--- config.mk ---
export PLATFORM = sky130hd
export DESIGN_NAME = carry_select_seq_ctrl
export DESIGN_NICKNAME = d
export VERILOG_FILES = /design/src/rtl/carry_select_seq_ctrl.sv
export SDC_FILE = /design/constraint.sdc
export NUM_CORES = 1
export LEC_CHECK = 0
export ABC_AREA = 1
export BUFFER_PORTS_ARGS = -buffer_cell sky130_fd_sc_hd__buf_2
export CAP_MARGIN = 20
export CORE_AREA = 2 2 75 77
export DETAILED_ROUTE_END_ITERATION = 10
export DIE_AREA = 0 0 77 79
export PLACE_DENSITY = 0.77
export SLEW_MARGIN = 20
export SYNTH_ARGS = -nofsm -noshare
export SYNTH_HDL_FRONTEND = slang
export SYNTH_SLANG_ARGS = --single-unit
--- constraint.sdc ---
create_clock -name clk -period 3.8 [get_ports clk]
set_clock_uncertainty 0.15 [all_clocks]
set_input_delay 0.19 -clock clk [delete_from_list [all_inputs] [get_ports clk]]
set_output_delay 0.19 -clock clk [all_outputs]
set_load 0.1 [all_outputs]
--- src/rtl/carry_select_seq_ctrl.sv ---
// rtl/carry_select_seq_ctrl.sv - sequential slice-at-a-time adder built on one carry-select slice
// Optional subtract mode: define CARRY_SELECT_SEQ_SUB_EN to add port sub.

`ifndef BLOCK_LEN
`define BLOCK_LEN 4
`endif

module carry_select_carry_base #(
  parameter int WIDTH = 4
) (
  input  logic [WIDTH-1:0] a,
  input  logic [WIDTH-1:0] b,
  input  logic             cin,
  output logic [WIDTH-1:0] sum,
  output logic             cout
);
  logic [WIDTH:0] sum0;
  logic [WIDTH:0] sum1;

  // Both carry-in outcomes are formed up front; cin only steers the mux.
  assign sum0 = {1'b0, a} + {1'b0, b};
  assign sum1 = {1'b0, a} + {1'b0, b} + {{WIDTH{1'b0}}, 1'b1};
  assign {cout, sum} = cin ? sum1 : sum0;
endmodule

module carry_select_seq_ctrl #(
  parameter int BLOCK_LEN  = `BLOCK_LEN,
  parameter int NUM_BLOCKS = 4,
  localparam int W         = BLOCK_LEN * NUM_BLOCKS,
  localparam int CNT_W     = (NUM_BLOCKS > 2) ? $clog2(NUM_BLOCKS) : 1
) (
  input  logic         clk,
  input  logic         rst_n,
  input  logic         in_valid,
  output logic         in_ready,
  input  logic [W-1:0] a,
  input  logic [W-1:0] b,
  input  logic         cin,
`ifdef CARRY_SELECT_SEQ_SUB_EN
  input  logic         sub,
`endif
  output logic         out_valid,
  input  logic         out_ready,
  output logic [W-1:0] sum,
  output logic         cout,
  output logic         busy
);

  typedef enum logic [1:0] {IDLE, RUN, DONE} state_t;

  state_t             state_q, state_d;
  logic [CNT_W-1:0]   cnt_q, cnt_d;
  logic               carry_q, carry_d;
  logic [W-1:0]       a_q, a_d;
  logic [W-1:0]       b_q, b_d;
  logic [W-1:0]       sum_q, sum_d;
  logic               cout_q, cout_d;
`ifdef CARRY_SELECT_SEQ_SUB_EN
  logic               sub_q, sub_d;
`endif

  logic [BLOCK_LEN-1:0] slice_a;
  logic [BLOCK_LEN-1:0] slice_b;
  logic [BLOCK_LEN-1:0] slice_sum;
  logic                 slice_cout;

  assign slice_a = a_q[cnt_q*BLOCK_LEN +: BLOCK_LEN];
`ifdef CARRY_SELECT_SEQ_SUB_EN
  assign slice_b = b_q[cnt_q*BLOCK_LEN +: BLOCK_LEN] ^ {BLOCK_LEN{sub_q}};
`else
  assign slice_b = b_q[cnt_q*BLOCK_LEN +: BLOCK_LEN];
`endif

  carry_select_carry_base #(
    .WIDTH(BLOCK_LEN)
  ) u_slice (
    .a   (slice_a),
    .b   (slice_b),
    .cin (carry_q),
    .sum (slice_sum),
    .cout(slice_cout)
  );

  always_comb begin
    state_d = state_q;
    cnt_d   = cnt_q;
    carry_d = carry_q;
    a_d     = a_q;
    b_d     = b_q;
    sum_d   = sum_q;
    cout_d  = cout_q;
`ifdef CARRY_SELECT_SEQ_SUB_EN
    sub_d   = sub_q;
`endif
    case (state_q)
      IDLE: begin
        if (in_valid) begin
          a_d     = a;
          b_d     = b;
          cnt_d   = '0;
`ifdef CARRY_SELECT_SEQ_SUB_EN
          sub_d   = sub;
          // Two's-complement subtract: ~b plus an injected 1, cin unused.
          carry_d = sub ? 1'b1 : cin;
`else
          carry_d = cin;
`endif
          state_d = RUN;
        end
      end
      RUN: begin
        sum_d[cnt_q*BLOCK_LEN +: BLOCK_LEN] = slice_sum;
        carry_d = slice_cout;
        cnt_d   = cnt_q + 1'b1;
        if (cnt_q == CNT_W'(NUM_BLOCKS - 1)) begin
          cout_d  = slice_cout;
          cnt_d   = '0;
          state_d = DONE;
        end
      end
      DONE: begin
        if (out_ready) begin
          state_d = IDLE;
        end
      end
      default: state_d = IDLE;
    endcase
  end

  always_ff @(posedge clk or negedge rst_n) begin
    if (!rst_n) begin
      state_q <= IDLE;
      cnt_q   <= '0;
      carry_q <= 1'b0;
      a_q     <= '0;
      b_q     <= '0;
      sum_q   <= '0;
      cout_q  <= 1'b0;
`ifdef CARRY_SELECT_SEQ_SUB_EN
      sub_q   <= 1'b0;
`endif
    end else begin
      state_q <= state_d;
      cnt_q   <= cnt_d;
      carry_q <= carry_d;
      a_q     <= a_d;
      b_q     <= b_d;
      sum_q   <= sum_d;
      cout_q  <= cout_d;
`ifdef CARRY_SELECT_SEQ_SUB_EN
      sub_q   <= sub_d;
`endif
    end
  end

  assign in_ready  = (state_q == IDLE);
  assign out_valid = (state_q == DONE);
  assign busy      = (state_q == RUN) || (state_q == DONE);
  assign sum       = sum_q;
  assign cout      = cout_q;

endmodule

Word level (Yosys, flattened, before mapping)
Index checks and enable logic that the tools add are counted.

word-level totals
  bits in registers = 54
  input port bits = 37

cells by class
  reductions and logical operators = 7
  shift-type cells = 4
  equality and inequality tests = 6
  multiplexer cells = 11
  add/sub/neg operators = 4

operators by type and width
  kind                     number
  $neg 4->34               1
  $shift 4x34->16 const A  1
  $shiftx 4x34->16         1
  $shiftx 16x5->4          2
  $bwmux 16                1
  $mux 2                   5
  $pmux 2 s3               1
  $reduce_and 2->1         3
  $add 4x4->5              1
  $add 5x1->5 const B      1
  $mux 5                   1
  $eq 2x2->1 const B       2
  $ne 2x2->1 const B       2
  $pmux 2 s2               1
  $reduce_and 3->1         1
  $add 2x1->2 const B      1
  $eq 2x1->1 const B       1
  $logic_not 2->1          1
  $ne 2x1->1 const B       1
  $pmux 1 s2               1
  $reduce_bool 2->1        1
  $logic_or 1x1->1         1
  $mux 1                   1

Logic depth before layout (Yosys ltp)
Gate-level depths: netlist of the first run.

  word-level depth = 6
  gate-level depth with buffers = 17
  depth with buffers taken out = 15

Modules after synthesis
From an unflattened synthesis of the first run, not the netlist that was laid out.

second synthesis, totals
  cells, all modules = 370
  area, all modules = 2895.3 um2

by module, submodules not included
  module                   area an instance (um2)  times used  cells each
  carry_select_seq_ctrl    2630.0                  1           323
  carry_select_carry_base  265.3                   1           47

Least setup slack after synthesis of the first run
OpenSTA, ideal clock, no wires.

  kind = register to register
  start point = register cnt_q[0]
  end point = register sum_q[13], in the netlist sum[13]
  arrival = 2.578 ns
  cell stages (with the launch flop) = 17
  path slack = 0.989 ns
  path buffers = 2
  setup time = 0.083 ns
  clock period less this slack = 2.811 ns
  data required time = 3.567 ns
  path through = dfrtp_1 -> buf_2 -> clkinv_1 -> buf_2 -> nor2_1 -> o22ai_1 -> ha_1 -> inv_1 -> fa_1 -> inv_1 -> ha_1 -> nand2_1 -> o21ai_0 -> inv_1 -> nor2_1 -> nand2_1 -> o21ai_0

between the ends
  cells in the longest elaborated chain, start to end = 6
  elaborated cells between the ends (all ways) = 9

ends and longest elaborated chain
  element                                    RTL line  source
  start, declared                            52        logic [CNT_W-1:0] cnt_q, cnt_d;
  start signal, assigned                     144       cnt_q <= cnt_d;
  $shiftx 16x5->4, on equally long branches  67, 71
  $add 4x4->5                                21, 22
  $add 5x1->5                                22        assign sum1 = {1'b0, a} + {1'b0, b} + {{WIDTH{1'b0}}, 1'b1};
  $mux 5                                     23        assign {cout, sum} = cin ? sum1 : sum0;
  $shiftx 4x34->16                           112       sum_d[cnt_q*BLOCK_LEN +: BLOCK_LEN] = slice_sum;
  $bwmux 16 (*)                              112
  end signal, assigned                       148       sum_q <= sum_d;
  end, declared                              56        logic [W-1:0] sum_q, sum_d;

Every way passes the cells marked *; elsewhere a longest branch is shown, timed or not.
A chain may end at the register's enable or synchronous reset.

Worst setup path after layout of the first run
  start point = register cnt_q[0]
  end point = register carry_q

between the ends
  cells in the longest elaborated chain, start to end = 5
  elaborated cells between the ends (all ways) = 6

ends and longest elaborated chain
  element                                    RTL line  source
  $shiftx 16x5->4, on equally long branches  67, 71
  $add 4x4->5 (*)                            21, 22
  $add 5x1->5                                22
  $mux 5 (*)                                 23
  $pmux 1 s2 (*)                             95        case (state_q)
  end signal, assigned                       145       carry_q <= carry_d;
  end, declared                              53        logic carry_q, carry_d;

Marks and branches as above.

==> qor.csv, run 1 <==
metric;value;unit
layout cells sized above 1;17.8;%
Power, Total;0.00333;W
Post-Synth XOR/XNOR Area;0;%
Clock Sinks;54;
outcome;complete, no violations;
Overflow after GRT;0;
vias per inst;4.94;
root buf cell;clkbuf_8;
Worst-Skew Late Latency;310;ps
Core Rows;27;
mux cell area share after synthesis;0;%
Worst Setup End Kind;register;
Max clock buf depth;2;
Cell variety after synth;27;
CTS H-tree lvls;2;
final instance area;0.00354;mm2
Setup TNS;0;ps
most frequent CP cell;nand2_1;
critical-path cell list;clkinv_1, o21ai_0, o22ai_1, ha_1, inv_1, fa_1, inv_1, ha_1, nand2_1, nor2_4, nand3_1, nand2_1, nand3_1, nand2_1, nand2_1;
final period utilization;80.4;%
worst hold stages;5;
CTS Buf Count;5;
sequential-to-total area share from yosys stat;48.8;%
GRT Util Overall;22.5;%
vias in the first global route;2437;
Syn Nets;402;
ant diodes;0;
Cell Count, Final, Fillers Out;510;
Hold Buf Count CTS;33;
Worst EP arrival;3110;ps
Detail Route Antenna Nets;0;
via count;2518;
drc violations;0;
first-pass detailed-route iteration total;4;
wire length per cell;12.3;um
placed inst area;0.00310;mm2
Slew headroom;45.4;%
Slew @ Worst Pin;818;ps
leading area contributor after synthesis;dfrtp_1;
Post-Synth Simple-Gate Area;29.1;%
synthesized flop and latch total;54;
slowest CP cell;fa_1;
Reg2Reg Capture Point;carry_q;
Pwr Density;940;mW/mm2
DP Wirelength;4200;um
Die X-Extent;77;um
post-layout net count;489;
DR iter-0 viols;134;
first-pass GRT wire length;10900;um
Synth Instances;350;
DIE AREA;0.00608;mm2
TritonCTS clock tree;built;
max-slew violations;0;
Worst Reg-to-Reg Cells;15;
Finish-stage setup viols;0;
Synth top area share;48.8;%
P_leak;1.91;nW
Mean Syn Cell Area;7.91;um2
Reg clk slew, reported paths;90;ps
Setup CP Type;reg2reg;
area grow syn2layout;27.8;%
postcts setup bufs;0;
Compound-Gate Fraction of Synth Area;9.31;%
min-delay worst type;in2reg;
f_max;327;MHz
antenna violations before repair;0;
top cells by area, synth;dfrtp_1 (49%), nand2_1 (20%), ha_1 (6.3%), o21ai_0 (4.5%), nor2_1 (3.7%);
RSZ-0062 raised after global routing;no;
Post-Syn Area;0.00277;mm2
CTS-repair resized insts;0;
adder-cell share of the synthesized area;7.05;%
combinational family with the most area after synthesis;simple AND/OR/NAND/NOR gates;
max-cap violations;0;
CP max FO;20;
IO buf count;56;
routability cong.;0.805;
peak supply drop;0.419;mV
Final Hold Viols;0;
YS warnings;0;
WP data required;3860;ps
Core Box Area;0.00534;mm2
worst stage delay on the critical path;440;ps
Initial Util;51.9;%
final wirelength;6290;um
r2r setup slk;740;ps
origin of the critical flop-to-flop path;cnt_q[0];
largest net degree at the start of global routing;55;
type of origin of the critical path;register;
Worst Hold End;carry_q;
io pins;57;
Final min period;3060;ps
Inst Count DP;469;
Vert. Die Dim;79;um
hold path startpoint;cin;
==> cell usage in the layout (no fill, tap or decap) <==
cell,netlist,final
o22ai_1,6,6
nand3_2,2,2
or2_2,1,1
dfrtp_1,54,54
ha_1,14,14
fa_1,1,1
nor2_4,1,1
buf_2,6,56
a32oi_1,2,2
nor3_1,2,2
nand4_1,1,1
nor2_1,27,27
clkbuf_1,4,2
buf_4,1,3
o21ai_1,1,1
nand3_1,11,11
clkinv_1,1,1
o21ai_2,2,2
o221ai_1,1,1
nand2_2,5,5
nand2_1,147,147
bufinv_16,0,1
inv_1,25,25
nor2_2,2,2
clkbuf_8,0,5
o21ai_0,25,25
a22o_1,3,3
dlygate4sd3_1,0,33
a21oi_1,4,4
==> cells by family (layout without fill, tap and decap cells) <==
| logic type | after synthesis | in the layout |
|---|---|---|
| buf+inv | 38 | 126 |
| compound gates | 44 | 44 |
| fa+ha+maj | 15 | 15 |
| flops | 54 | 54 |
| simple gates | 199 | 199 |
==> how the worst max path moves through the flow <==
stage | startpoint | cells past startpoint | end
2_1_floorplan | cnt_q[0] | 16 | sum[13]
6_report | cnt_q[0] | 15 | carry_q
3_5_place_dp | cnt_q[1] | 14 | sum[13]
3_3_place_gp | cnt_q[1] | 14 | sum[5]
5_1_grt | cnt_q[1] | 14 | sum[5]
4_1_cts | cnt_q[1] | 14 | sum[5]
==> power by group <==
group	switching [W]	leakage (nW)	internal [W]	total (W)
logic	0.00142	1.16	0.000567	0.00199
clock network	0.000183	0.0524	0.000197	0.000380
registers	0.000149	0.693	0.000807	0.000956
==> cell type report <==
class                      count  area, um2
clock inverter                 1       30.0
multi-input combinational    258       1260
sequential                    54       1350
timing repair buffer          92        633
tap                           72       90.1
inverter                      26       97.6
clock buffer                   7       76.3
fill                         494       1800
==> synth_stat cells <==
cell type	count
clkbuf_4	1
buf_4	1
o221ai_1	1
nand2_2	5
buf_2	6
a21oi_1	4
nor2_4	1
nor2_1	27
a32oi_1	2
nand2_1	147
nand3_1	11
nor2_2	2
fa_1	1
or2_2	1
o21ai_1	1
nand3_2	2
inv_1	25
clkinv_1	1
a22o_1	3
nor3_1	2
dfrtp_1	54
o22ai_1	6
clkbuf_1	4
o21ai_0	25
o21ai_2	2
ha_1	14
nand4_1	1
==> flip-flops by register name, summed over array words and instances (netlist names) <==
register and flops:
a_q 16, b_q 16, sum 16, cnt_q 2, state_q 2, carry_q 1
cout 1
==> through the flow <==
stage	util (%)	worst slack (ps)	hold WS [ps]
2_1_floorplan	-	989	-256
3_3_place_gp	58.1	896	203
3_5_place_dp	58.1	711	205
4_1_cts	66.3	713	64.8
5_1_grt	66.3	402	116
6_report	66.3	745	68.3
==> worst max-delay path, delay by kind of cell (launching register included) <==
family                   cells  cell delay [ps]
AO/OA/AOI/OAI                2              430
flip-flops                   1              360
adder cells (fa/ha/maj)      3              810
AND/OR/NAND/NOR              7              580
buffers and inverters        3              610
==> per-layer routing <==
layer	routed length [um]	global-route usage, %	share of wire, %
met5	0	0	0
met4	87	6.96	1.4
met3	224	3.86	3.6
met2	3090	39.7	49
met1	2890	28.5	46
Power figures use the tool's default switching activity.
==> run 2, diff against run 1 <==
--- a/config.mk
+++ b/config.mk
@@ -8,10 +8,10 @@
 export ABC_AREA = 1
 export BUFFER_PORTS_ARGS = -buffer_cell sky130_fd_sc_hd__buf_2
 export CAP_MARGIN = 20
-export CORE_AREA = 2 2 75 77
+export CORE_AREA = 2 2 79 81
 export DETAILED_ROUTE_END_ITERATION = 10
-export DIE_AREA = 0 0 77 79
-export PLACE_DENSITY = 0.77
+export DIE_AREA = 0 0 81 83
+export PLACE_DENSITY = 0.73
 export SLEW_MARGIN = 20
 export SYNTH_ARGS = -nofsm -noshare
 export SYNTH_HDL_FRONTEND = slang
==> constraint.sdc (replaced) <==
create_clock -name clk -period 2.8 [get_ports clk]
set_clock_uncertainty 0.15 [all_clocks]
set_input_delay 0.14 -clock clk [delete_from_list [all_inputs] [get_ports clk]]
set_output_delay 0.14 -clock clk [all_outputs]
set_load 0.1 [all_outputs]
==> run 2 against run 1 <==
  * Final cell count is 3.1% higher
  * Wire length rose by 3.6%
  * Die area grew 11%
  * Core utilization shrank 1.9 points
  * Critical path type unchanged
  * Critical endpoint is now sum[13]
==> qor.csv, run 2 (synthesis results as in run 1) <==
metric;value;unit
TritonCTS clock tree;built;
DP Wirelength;4610;um
Setup CP Type;reg2reg;
commonest non-fill, non-tap cell in the layout;nand2_1;
Critical Path Source;cnt_q[0];
Slew headroom;42.1;%
GRT Util Overall;20.5;%
Worst Setup End Kind;register;
CP max FO;14;
Reg clk slew, reported paths;100;ps
final wirelength;6520;um
Final min period;2690;ps
Reg2Reg Capture Point;sum[13];
ant diodes;0;
Pwr Density;1360;mW/mm2
post-layout net count;502;
layout cells sized above 1;24.4;%
Core Box Area;0.00582;mm2
Slew @ Worst Pin;868;ps
CTS H-tree lvls;2;
hold path startpoint;cin;
DR iter-0 viols;124;
Max clock buf depth;2;
Clock Sinks;54;
type of origin of the critical path;register;
final period utilization;96.2;%
Final Hold Viols;0;
f_max;371;MHz
max-cap violations;0;
setup ws final;107;ps
first-pass GRT wire length;11000;um
IO buf count;56;
Die X-Extent;81;um
WP data required;2900;ps
routability cong.;0.809;
drc violations;0;
r2r setup slk;110;ps
Initial Util;47.6;%
root buf cell;clkbuf_8;
Worst-Skew Late Latency;300;ps
DIE AREA;0.00672;mm2
Detail Route Antenna Nets;0;
max-slew violations;0;
most frequent cells in the layout;nand2_1 (144), buf_2 (56), dfrtp_1 (53);
peak supply drop;0.745;mV
Final Util;64.4;%
first-pass detailed-route iteration total;4;
area grow syn2layout;35.2;%
crit path to;sum[13];
wire length per cell;12.4;um
CTS Buf Count;5;
RSZ-0062 raised after global routing;yes;
origin of the critical flop-to-flop path;cnt_q[0];
via count;2578;
Overflow after GRT;0;
Worst Reg-to-Reg Cells;14;
vias in the first global route;2535;
vias per inst;4.90;
outcome;complete, no violations;
Finish-stage setup viols;0;
Worst EP arrival;2790;ps
io pins;57;
Vert. Die Dim;83;um
Core Rows;28;
min-delay worst type;in2reg;
largest net degree at the start of global routing;33;
antenna violations before repair;0;
P_leak;1.98;nW
pre-CTS WS;-116;ps
[run 2: cell types whose count changed in the layout (fill, tap and decap cells not counted), moves of 3 or more]
cell,previous run,this run
o21ai_0,25,19
inv_1,25,21
inv_2,0,4
nand2_1,147,144
nand2_2,5,8
ha_1,14,11
o21ai_2,2,6
buf_4,3,13
[run 2: power breakdown]
part | internal [W] | switching [W]
logic | 0.00109 | 0.00216
registers | 0.00110 | 0.000211
clock network | 0.000267 | 0.000257
[run 2: through the flow]
step	cells	power [W]	hold slack (ps)	TNS (ps)	cell area, um2
final	526	0.00508	14.3	0	3740
after global routing	526	0.00549	40.8	-193	3740
after CTS	520	0.00466	8.89	0	3610
after detailed placement	479	0.00409	43.1	-648	3170
after global placement	479	0.00398	18.5	0	3170
after floorplan	350	0.00348	-306	0	2770
[run 2: worst min-delay path by stage]
stage / end / slack, ps / cells past startpoint
floorplan: a_q[0] / -310 / 0
global placement: cout / 20 / 1
detailed placement: cout / 40 / 1
CTS: carry_q / 9 / 5
global route: carry_q / 40 / 5
finish: carry_q / 10 / 5
[run 2: what timing repair did]
| action | CTS | global route |
|---|---|---|
| resized for setup | 1 | 28 |
| pin swaps | 0 | 9 |
| cloned | 0 | 1 |
| setup buffers | 0 | 5 |
| endpoints found under the hold margin | 58 | 0 |
| hold buffers | 33 | 0 |
| setup endpoints to repair | 8 | 9 |
[run 2: cell type report]
cell class | count | area [um2]
clock buffers | 6 | 72.6
clock inverters | 2 | 37.5
fillers | 505 | 2070
inverters | 26 | 103
multi-input cells | 258 | 1320
flip-flops and latches | 54 | 1350
well taps | 75 | 93.8
repair buffers | 105 | 764
[run 2: per-layer routing]
layer / share of wire (%) / wire length (um) / global-route usage [%]
met4: 2.3 / 147 / 7.70
met1: 45 / 2940 / 26.3
met3: 4.2 / 271 / 3.91
met2: 49 / 3160 / 34.0
met5: 0 / 0 / 0
[run 2: critical path: stages, from the launching register on]
cell	delay, ps
dfrtp_2	490
inv_6	130
o21ai_0	90
o22ai_1	150
ha_2	220
inv_2	40
fa_1	540
inv_2	60
ha_4	260
nand2_2	50
o21ai_2	70
inv_2	60
nor2_4	120
nand2_2	70
o21ai_2	120
==> run 3, diff against run 2 <==
--- a/config.mk
+++ b/config.mk
@@ -11,6 +11,7 @@
 export CORE_AREA = 2 2 79 81
 export DETAILED_ROUTE_END_ITERATION = 10
 export DIE_AREA = 0 0 81 83
+export MAX_ROUTING_LAYER = met4
 export PLACE_DENSITY = 0.73
 export SLEW_MARGIN = 20
 export SYNTH_ARGS = -nofsm -noshare
==> run 3 against run 2 <==
  * Combinational power hardly changed
  * Via count hardly changed
  * Register-to-register slack hardly changed
  * Die area stayed put
  * Non-clock buffer count stayed put
  * Global-route usage is 0.59 points higher
  * Clock power hardly changed
==> qor.csv, run 3 (synthesis results as in run 1) <==
metric;value;unit
P_leak;1.98;nW
Initial Util;47.6;%
wire length per cell;12.4;um
Power, Total;0.00508;W
Seq. cell area;0.00135;mm2
hold path startpoint;cin;
clock share of power;10.3;%
critical-path cell list;inv_6, o21ai_0, o22ai_1, ha_2, inv_2, fa_1, inv_2, ha_4, nand2_2, o21ai_2, inv_2, nor2_4, nand2_2, o21ai_2;
Detail Route Antenna Nets;0;
Worst Hold End;carry_q;
Cell Count, Final, Fillers Out;526;
Final Hold Viols;0;
CP max FO;14;
min-delay worst type;in2reg;
TritonCTS clock tree;built;
max-slew violations;0;
f_max;371;MHz
origin of the critical flop-to-flop path;cnt_q[0];
Worst-Skew Late Latency;300;ps
worst stage delay on the critical path;540;ps
Overflow after GRT;0;
vias per inst;4.90;
max-cap violations;0;
sequential power share;25.7;%
first-pass detailed-route iteration total;6;
pre-CTS WS;-116;ps
Clock Sinks;54;
Switching Share;51.7;%
WP data required;2900;ps
Fillers;505;
routability cong.;0.821;
setup ws final;106;ps
ant diodes;0;
IO buf count;56;
outcome;complete, no violations;
Slew headroom;42.1;%
vias in the first global route;2534;
Critical Path Source;cnt_q[0];
worst hold stages;5;
Reg clk slew, reported paths;100;ps
DP Wirelength;4610;um
Worst Setup End Kind;register;
io pins;57;
peak supply drop;0.745;mV
drc violations;0;
Final min period;2690;ps
root buf cell;clkbuf_8;
CTS H-tree lvls;2;
slowest CP cell;fa_1;
layout cells sized above 1;24.4;%
DR iter-0 viols;129;
most frequent cells in the layout;nand2_1 (144), buf_2 (56), dfrtp_1 (53);
Worst Reg-to-Reg Cells;14;
Finish-stage setup viols;0;
first-pass GRT wire length;11100;um
Die X-Extent;81;um
largest net degree at the start of global routing;33;
most frequent CP cell;inv_2;
commonest non-fill, non-tap cell in the layout;nand2_1;
Reg2Reg Capture Point;sum[13];
Pwr Density;1360;mW/mm2
via count;2579;
Core Box Area;0.00582;mm2
Core Rows;28;
Sw Pwr;0.00263;W
type of origin of the critical path;register;
CTS Buf Count;5;
GRT Util Overall;21.1;%
Int Power;0.00245;W
Slew @ Worst Pin;867;ps
antenna violations before repair;0;
final period utilization;96.2;%
r2r setup slk;110;ps
power share of the combinational group;63.9;%
DIE AREA;0.00672;mm2
RSZ-0062 raised after global routing;yes;
Worst EP arrival;2790;ps
Vert. Die Dim;83;um
Inst Count DP;479;
Fin Hold WS;14.6;ps
post-layout net count;502;
final wirelength;6520;um
Setup CP Type;reg2reg;
Max clock buf depth;2;
area of the multi-input gates;0.00132;mm2
area grow syn2layout;35.2;%
run 3: cell counts in the layout (fill, tap and decap cells not counted):
No cell type changed its count.
run 3: timing repair:
item / CTS / global route
hold buffers: 33 / 0
hold endpoints to repair: 58 / 0
cloned: 0 / 1
endpoints found under the setup margin: 8 / 9
buffers inserted: 0 / 5
resized for setup: 1 / 28
pin swaps: 0 / 9
run 3: how the worst max path moves through the flow:
stage | endpoint | depth (start not counted)
after floorplan | sum[13] | 15
after global placement | sum[10] | 14
after detailed placement | sum[10] | 14
after CTS | sum[13] | 14
after global routing | sum[13] | 14
final | sum[13] | 14
run 3: metal layers:
metal | part of all wire [%] | global-route usage [%] | vias to the layer above
li1 | - | - | 1302
met1 | 45 | 26.5 | 1189
met2 | 48 | 33.9 | 71
met3 | 4.1 | 3.80 | 17
met4 | 2.2 | 7.70 | 0
met5 | 0 | - | -
run 3: cell type report:
type	instances	share of cell area, %
inverters	26	2.74
flip-flops and latches	54	36.1
well taps	75	2.51
clock inverters	2	1.00
repair buffers	105	20.4
multi-input cells	258	35.2
clock buffers	6	1.94
run 3: per-stage QoR:
step / TNS, ps / cell area [um2] / utilization (%)
2_1_floorplan: 0 / 2770 / -
3_3_place_gp: 0 / 3170 / 54.5
3_5_place_dp: -648 / 3170 / 54.5
4_1_cts: 0 / 3610 / 62.1
5_1_grt: -193 / 3740 / 64.4
6_report: 0 / 3740 / 64.4
run 3: worst max-delay path: cells and delay by family, from the launching register on:
| family | cells | cell delay [ps] |
|---|---|---|
| AO/OA/AOI/OAI | 4 | 430 |
| AND/OR/NAND/NOR | 3 | 240 |
| buffers and inverters | 4 | 290 |
| adder cells (fa/ha/maj) | 3 | 1020 |
| flip-flops | 1 | 490 |
run 3: power by group through the flow:
stage | clock, W | combinational, W | sequential, W
final | 0.000524 | 0.00325 | 0.00131
after global routing | 0.000565 | 0.00358 | 0.00135
after CTS | 0.000537 | 0.00283 | 0.00129
after detailed placement | 0 | 0.00279 | 0.00130
after global placement | 0 | 0.00269 | 0.00130
after floorplan | 0 | 0.00177 | 0.00171
